==> config.mk <==
export PLATFORM = sky130hd
export DESIGN_NAME = xnor_match_monitor
export DESIGN_NICKNAME = d
export VERILOG_FILES = /design/src/rtl/xnor_chk_pkg.sv /design/src/rtl/sat_counter.sv /design/src/rtl/xnor_match_monitor.sv
export SDC_FILE = /design/constraint.sdc
export NUM_CORES = 1
export LEC_CHECK = 0
export ABC_AREA = 1
export CAP_MARGIN = 20
export CORE_UTILIZATION = 51
export DETAILED_ROUTE_END_ITERATION = 7
export PLACE_DENSITY = 0.8
export RECOVER_POWER = 25
export SLEW_MARGIN = 20
export SYNTH_ARGS = -nofsm -noshare
export SYNTH_HDL_FRONTEND = slang
export SYNTH_SLANG_ARGS = --single-unit
==> constraint.sdc <==
create_clock -name clk -period 1.8 [get_ports clk]
set_input_delay 0.45 -clock clk [delete_from_list [all_inputs] [get_ports clk]]
set_output_delay 0.45 -clock clk [all_outputs]
set_load 0.05 [all_outputs]
==> src/rtl/xnor_chk_pkg.sv <==
// rtl/xnor_chk_pkg.sv - shared types and defaults for the XNOR match monitor
// Purpose: run-state enum, statistics bundle and counter-width default used
//          by xnor_match_monitor.
// Ports:   none (package).
package xnor_chk_pkg;

  // Default counter width for the monitor.
  localparam int CNT_W_DEFAULT = 16;

  // Widest counter the statistics bundle can carry; CNT_W must not exceed it.
  localparam int CNT_W_MAX = 32;

  typedef enum logic [1:0] {
    ST_IDLE = 2'd0,
    ST_RUN  = 2'd1,
    ST_DONE = 2'd2
  } state_e;

  // One run's statistics. Count fields are sized for the widest supported
  // counter; narrower instances zero-extend into them.
  typedef struct packed {
    logic [CNT_W_MAX-1:0] sample_cnt;
    logic [CNT_W_MAX-1:0] mismatch_cnt;
    logic [CNT_W_MAX-1:0] first_err_idx;
    logic                 first_err_valid;
    logic                 err_sticky;
  } stats_t;

endpackage

==> src/rtl/sat_counter.sv <==
// rtl/sat_counter.sv - saturating up-counter with synchronous clear
// Purpose: counts enabled cycles, sticks at all-ones, clears on clr.
// Ports:   clk, rst_n (async active-low), clr (sync clear, wins over inc),
//          inc (count enable), count [WIDTH-1:0].
module sat_counter #(
  parameter int WIDTH = 16
) (
  input  logic             clk,
  input  logic             rst_n,
  input  logic             clr,
  input  logic             inc,
  output logic [WIDTH-1:0] count
);

  logic [WIDTH-1:0] count_q;
  logic [WIDTH-1:0] count_d;

  always_comb begin
    count_d = count_q;
    if (clr) begin
      count_d = '0;
    end else if (inc && (count_q != {WIDTH{1'b1}})) begin
      count_d = count_q + WIDTH'(1);
    end
  end

  always_ff @(posedge clk or negedge rst_n) begin
    if (!rst_n) begin
      count_q <= '0;
    end else begin
      count_q <= count_d;
    end
  end

  assign count = count_q;

endmodule

==> src/rtl/xnor_match_monitor.sv <==
// rtl/xnor_match_monitor.sv - on-chip pass/fail monitor for a 2-input XNOR gate under test
// Purpose: registers a per-sample XNOR match of ref_bit vs dut_bit and keeps
//          run statistics over a bounded (WINDOW) or open-ended sample window.
// Ports:   clk, areset_n (async active-low); start/stop run pulses;
//          in_valid/ref_bit/dut_bit sample input; busy/done run status;
//          match_valid/match per-sample result; err_sticky, sample_cnt,
//          mismatch_cnt, first_err_idx, first_err_valid run statistics;
//          hist [HIST_W-1:0] recent mismatch bits, newest in bit 0, only when
//          XNOR_MATCH_MONITOR_HIST_EN is defined.
module xnor_match_monitor
  import xnor_chk_pkg::*;
#(
  parameter int CNT_W  = CNT_W_DEFAULT,
  parameter int WINDOW = 0
`ifdef XNOR_MATCH_MONITOR_HIST_EN
  ,
  parameter int HIST_W = 8
`endif
) (
  input  logic             clk,
  input  logic             areset_n,
  input  logic             start,
  input  logic             stop,
  input  logic             in_valid,
  input  logic             ref_bit,
  input  logic             dut_bit,
  output logic             busy,
  output logic             done,
  output logic             match_valid,
  output logic             match,
  output logic             err_sticky,
  output logic [CNT_W-1:0] sample_cnt,
  output logic [CNT_W-1:0] mismatch_cnt,
  output logic [CNT_W-1:0] first_err_idx,
  output logic             first_err_valid
`ifdef XNOR_MATCH_MONITOR_HIST_EN
  ,
  output logic [HIST_W-1:0] hist
`endif
);

  state_e           state_q, state_d;
  logic             match_valid_q, match_valid_d;
  logic             match_q, match_d;
  logic             err_sticky_q, err_sticky_d;
  logic             first_err_valid_q, first_err_valid_d;
  logic [CNT_W-1:0] first_err_idx_q, first_err_idx_d;

  logic             accept;
  logic             mism;
  logic             clear;
  logic             window_hit;
  logic [CNT_W-1:0] sample_cnt_w;
  logic [CNT_W-1:0] mismatch_cnt_w;

  assign accept = (state_q == ST_RUN) && in_valid;
  assign mism   = ref_bit ^ dut_bit;
  // start is only honoured outside RUN, so the clear never meets an accept.
  assign clear  = start && (state_q != ST_RUN);

  // The sample that brings the count up to WINDOW closes the run. WINDOW
  // fits in CNT_W, so the count cannot have saturated before this point.
  assign window_hit = (WINDOW != 0) && accept &&
                      (sample_cnt_w == CNT_W'(WINDOW - 1));

  sat_counter #(.WIDTH(CNT_W)) u_sample_cnt (
    .clk   (clk),
    .rst_n (areset_n),
    .clr   (clear),
    .inc   (accept),
    .count (sample_cnt_w)
  );

  sat_counter #(.WIDTH(CNT_W)) u_mismatch_cnt (
    .clk   (clk),
    .rst_n (areset_n),
    .clr   (clear),
    .inc   (accept && mism),
    .count (mismatch_cnt_w)
  );

  // Run-state FSM. In RUN, stop wins over start; elsewhere start wins.
  always_comb begin
    state_d = state_q;
    case (state_q)
      ST_IDLE: if (start) state_d = ST_RUN;
      ST_RUN:  if (stop || window_hit) state_d = ST_DONE;
      ST_DONE: if (start) state_d = ST_RUN;
      default: state_d = ST_IDLE;
    endcase
  end

  always_comb begin
    match_valid_d     = accept;
    match_d           = match_q;
    err_sticky_d      = err_sticky_q;
    first_err_valid_d = first_err_valid_q;
    first_err_idx_d   = first_err_idx_q;
    if (clear) begin
      err_sticky_d      = 1'b0;
      first_err_valid_d = 1'b0;
      first_err_idx_d   = '0;
    end else if (accept) begin
      match_d = ~mism;
      if (mism) begin
        err_sticky_d = 1'b1;
        if (!first_err_valid_q) begin
          first_err_valid_d = 1'b1;
          first_err_idx_d   = sample_cnt_w;
        end
      end
    end
  end

  always_ff @(posedge clk or negedge areset_n) begin
    if (!areset_n) begin
      state_q           <= ST_IDLE;
      match_valid_q     <= 1'b0;
      match_q           <= 1'b0;
      err_sticky_q      <= 1'b0;
      first_err_valid_q <= 1'b0;
      first_err_idx_q   <= '0;
    end else begin
      state_q           <= state_d;
      match_valid_q     <= match_valid_d;
      match_q           <= match_d;
      err_sticky_q      <= err_sticky_d;
      first_err_valid_q <= first_err_valid_d;
      first_err_idx_q   <= first_err_idx_d;
    end
  end

  // Gather the run statistics into the shared bundle; outputs are taken
  // from it so every consumer sees one consistent view.
  stats_t stats;

  always_comb begin
    stats                 = '0;
    stats.sample_cnt      = CNT_W_MAX'(sample_cnt_w);
    stats.mismatch_cnt    = CNT_W_MAX'(mismatch_cnt_w);
    stats.first_err_idx   = CNT_W_MAX'(first_err_idx_q);
    stats.first_err_valid = first_err_valid_q;
    stats.err_sticky      = err_sticky_q;
  end

  // Upper bundle bits are zero padding for narrow counters.
  logic unused_stats_pad;
  assign unused_stats_pad = ^stats;

  assign busy            = (state_q == ST_RUN);
  assign done            = (state_q == ST_DONE);
  assign match_valid     = match_valid_q;
  assign match           = match_q;
  assign err_sticky      = stats.err_sticky;
  assign sample_cnt      = stats.sample_cnt[CNT_W-1:0];
  assign mismatch_cnt    = stats.mismatch_cnt[CNT_W-1:0];
  assign first_err_idx   = stats.first_err_idx[CNT_W-1:0];
  assign first_err_valid = stats.first_err_valid;

`ifdef XNOR_MATCH_MONITOR_HIST_EN
  logic [HIST_W-1:0] hist_q, hist_d;

  always_comb begin
    hist_d = hist_q;
    if (clear) begin
      hist_d = '0;
    end else if (accept) begin
      hist_d = (hist_q << 1) | HIST_W'(mism);
    end
  end

  always_ff @(posedge clk or negedge areset_n) begin
    if (!areset_n) begin
      hist_q <= '0;
    end else begin
      hist_q <= hist_d;
    end
  end

  assign hist = hist_q;
`endif

endmodule

==> load_flow_metrics.sql <==
INSERT INTO impl_metrics (metric_group, metric, value, unit) VALUES
('outcome', 'run_status', 'finished clean', ''),
('yosys', 'syn-mean-instance-area', '7.463', 'sq um'),
('yosys', 'netlist_area', '2955', 'sq um'),
('drt', 'postRouteWirelength', '7645', 'microns'),
('timing', 'maxClockFrequency', '0.5563', 'GHz'),
('timing', 'setup_viol_count_final', '0', ''),
('power', 'power_leakage', '1.956', 'nW'),
('clock_tree', 'cts_made_buffers', '5', ''),
('final_layout', 'antenna_cell_count', '0', ''),
('floorplanning', 'floorplan.rows', '27', ''),
('placed_design', 'dpl.cell_count', '544', ''),
('drt', 'drt.antenna.violating_nets', '0', ''),
('placed_design', 'detailedPlacementHpwl', '5424', 'microns'),
('final_layout', 'layout-area-overhead-vs-synth', '37.09', '%'),
('yosys', 'synth_nets', '405', ''),
('grt', 'grt_max_degree', '54', ''),
('yosys', 'netlist_instances', '396', ''),
('power', 'vdd_ir_drop_max', '730.0', 'uV'),
('floorplanning', 'die_height', '78.13', 'microns'),
('grt', 'antenna_found_initial', '0', ''),
('min_path', 'min_path_type', 'in -> async', ''),
('critical_path', 'critPathLaunchType', 'flop', ''),
('drt', 'drtIter0Drc', '230', ''),
('final_layout', 'design.final.nets', '490', ''),
('drt', 'routed_wire_length_per_instance', '13.80', 'microns'),
('grt', 'grt_ovf', '0', ''),
('critical_path', 'crit_fanout', '8', ''),
('floorplanning', 'initial_core_util', '53.34', '%'),
('clock_tree', 'clk-insertion-delay-late', '0.31', 'ns'),
('critical_path', 'worst-endpoint-required', '2.02', 'ns'),
('grt', 'grt_pass1_vias', '2621', ''),
('yosys', 'async_reset_ff_share', '100.0', '%'),
('floorplanning', 'die_width', '78.13', 'microns'),
('final_layout', 'layout-drive-gt1-share', '26.35', '%'),
('drt', 'route.detailed.drc', '0', ''),
('timing', 'final-hold-violation-count', '0', ''),
('timing', 'timing.max_slew.rel_slack', '14.36', '%'),
('clock_tree', 'tritoncts_num_sinks', '53', ''),
('drt', 'first_pass_iters', '6', ''),
('clock_tree', 'cts.hold.buffers_added', '0', ''),
('clock_tree', 'clk_root_buffer_cell', 'clkbuf_8', ''),
('timing', 'worst-slew-pin-transition', '1.285', 'ns'),
('power', 'power_density', '1065', 'nW/um^2'),
('critical_path', 'crit_arrival', '2.02', 'ns'),
('final_layout', 'most_frequent_standard_cell_in_the_layout_excluding_fill_and_tap_cells', 'nand2_1', ''),
('grt', 'grt_use_total', '26.45', '%'),
('yosys', 'yosys_warns', '0', ''),
('timing', 'timing.final.crit_share', '99.87', '%'),
('clock_tree', 'htreeDepth', '2', ''),
('final_layout', 'final_core_utilization', '73.13', '%'),
('yosys', 'yosys_most_used_dff', 'dfrtp_1', ''),
('final_layout', 'most-common-layout-cells', '143 x nand2_1, 61 x buf_4, 49 x dfrtp_1, 36 x nor2_1, 36 x nand3_1', ''),
('clock_tree', 'clock_path_buffers', '2', ''),
('timing', 'layout_setup_ws', '0.002333', 'ns'),
('timing', 'slew_violations', '0', ''),
('final_layout', 'finalNonFillerCells', '554', ''),
('placed_design', 'port_buffers', '60', ''),
('yosys', 'synth.distinct_cells', '26', ''),
('yosys', 'synth_edf_count', '0', ''),
('yosys', 'synth_sequential_area_ratio', '44.88', '%'),
('critical_path', 'critPathKind', 'reg -> reg', ''),
('clock_tree', 'cts.clk_slew.worst_paths', '0.09', 'ns'),
('grt', 'grt_pass1_wl', '12690', 'microns'),
('timing', 'finClkSkew', '0.009343', 'ns'),
('floorplanning', 'core_region_area', '5540', 'sq um'),
('floorplanning', 'design.die.area', '6104', 'sq um'),
('clock_tree', 'cts_tree', 'yes', ''),
('placed_design', 'preCtsSetupSlack', '-0.05576', 'ns'),
('drt', 'viasPerCell', '5.249', ''),
('run', 'max-cap-violations', '0', ''),
('yosys', 'synth_seq_cells', '53', ''),
('timing', 'fin_crit', '1.798', 'ns'),
('floorplanning', 'ioPinCount', '61', ''),
('placed_design', 'finalWeightedCongestion', '0.8995', ''),
('critical_path', 'end_kind', 'flop', ''),
('drt', 'via_count', '2908', '');
-- synth_stat cells, types with 3 or more instances --
| cell type | instances | area (sq um) |
|---|---|---|
| dfrtp_1 | 53 | 1326 |
| nand4_1 | 8 | 50.05 |
| xnor2_1 | 4 | 35.03 |
| o21ai_1 | 19 | 95.09 |
| buf_2 | 4 | 20.02 |
| nand2_1 | 143 | 536.8 |
| o21ai_2 | 6 | 52.55 |
| xor2_1 | 7 | 61.31 |
| o21ai_0 | 9 | 45.04 |
| nor2_1 | 36 | 135.1 |
| inv_1 | 30 | 112.6 |
| nor2_2 | 5 | 31.28 |
| nand3_1 | 36 | 180.2 |
| buf_4 | 5 | 37.54 |
| a21oi_1 | 3 | 15.01 |
| nand2_2 | 9 | 56.30 |
| buf_6 | 5 | 56.30 |
-- flip-flops by register name, summed over array words and instances (netlist names) --
| register | flops |
|---|---|
| match_valid | 1 |
| state_q | 2 |
| u_mismatch_cnt.count | 16 |
| match | 1 |
| first_err_idx | 16 |
| first_err_valid | 1 |
| u_sample_cnt.count | 16 |
-- cell families (layout without fill, tap and decap cells) --
group	Yosys count	after routing	synth area share [%]
xor gates and xnor gates	11	11	3.260
adders and majority gates	2	2	0.8466
DFF	53	53	44.88
AOI/OAI and AO/OA	42	43	8.298
buffers and inverters	47	132	8.044
and+or+nand+nor	241	241	34.67
-- power breakdown --
group | switching, mW | internal [mW] | leakage [nW] | total, mW
clock | 0.385 | 0.348 | 0.0542 | 0.734
combinational | 1.35 | 0.733 | 1.19 | 2.08
sequential | 0.123 | 1.38 | 0.712 | 1.50
total | 1.85 | 2.46 | 1.96 | 4.31
-- worst max-delay path, stage by stage (launching register included) --
cell,delay (ns)
dfrtp_1,0.37
buf_4,0.18
nand2_1,0.06
nor2_1,0.37
nand3_1,0.20
o21ai_0,0.34
nand2_1,0.08
nand2_1,0.07
inv_1,0.03
-- metrics by stage --
step / power (mW) / hold WS, ns / setup TNS (ns) / cell area [sq um]
floorplan: 2.782 / 0.1544 / 0 / 2960
global placement: 3.548 / 0.4646 / -0.1219 / 3939
global route: 4.546 / 0.5331 / -0.06031 / 4051
detailed placement: 3.584 / 0.4659 / -0.5297 / 3939
finish: 4.313 / 0.4998 / 0 / 4051
CTS: 4.315 / 0.1302 / 0 / 4048
-- layer usage --
metal	GRT usage [%]	routed length (microns)	vias to the layer above
li1	-	-	1426
met1	39.05	3478	1350
met2	39.91	3527	118
met3	4.767	517	14
met4	7.037	121	0
met5	0	0	-
-- final cells by class --
class,instances,area [sq um]
clock buffer,7,96.34
clock inverter,1,5.005
fill,412,1489
inverter,32,120.1
multi-input combinational,297,1410
sequential,53,1331
tap,72,90.09
timing repair buffer,92,998.5
-- worst paths after layout --
check                                        endpoint                  start  depth (start not counted)  slack, ns
worst max-delay path            u_sample_cnt.count[9]  u_sample_cnt.count[2]                          8      0.002
min in group clk                    first_err_idx[11]      first_err_idx[11]                          2       0.50
worst min-delay path                first_err_idx[10]               areset_n                          2       0.50
max in group asynchronous       u_sample_cnt.count[1]               areset_n                          2       0.45
worst max register to register  u_sample_cnt.count[9]  u_sample_cnt.count[2]                          8      0.002
worst min register to register      first_err_idx[11]      first_err_idx[11]                          2       0.50
-- timing repair --
| action | in CTS | in global routing |
|---|---|---|
| buffers inserted | 0 | 1 |
| gates cloned | 0 | 1 |
| setup endpoints to repair | 9 | 11 |
| endpoints found under the hold margin | 0 | 0 |
| gates resized for setup | 1 | 1 |
| pin swaps | 0 | 2 |
No activity file was read; power rests on OpenSTA's default activity.
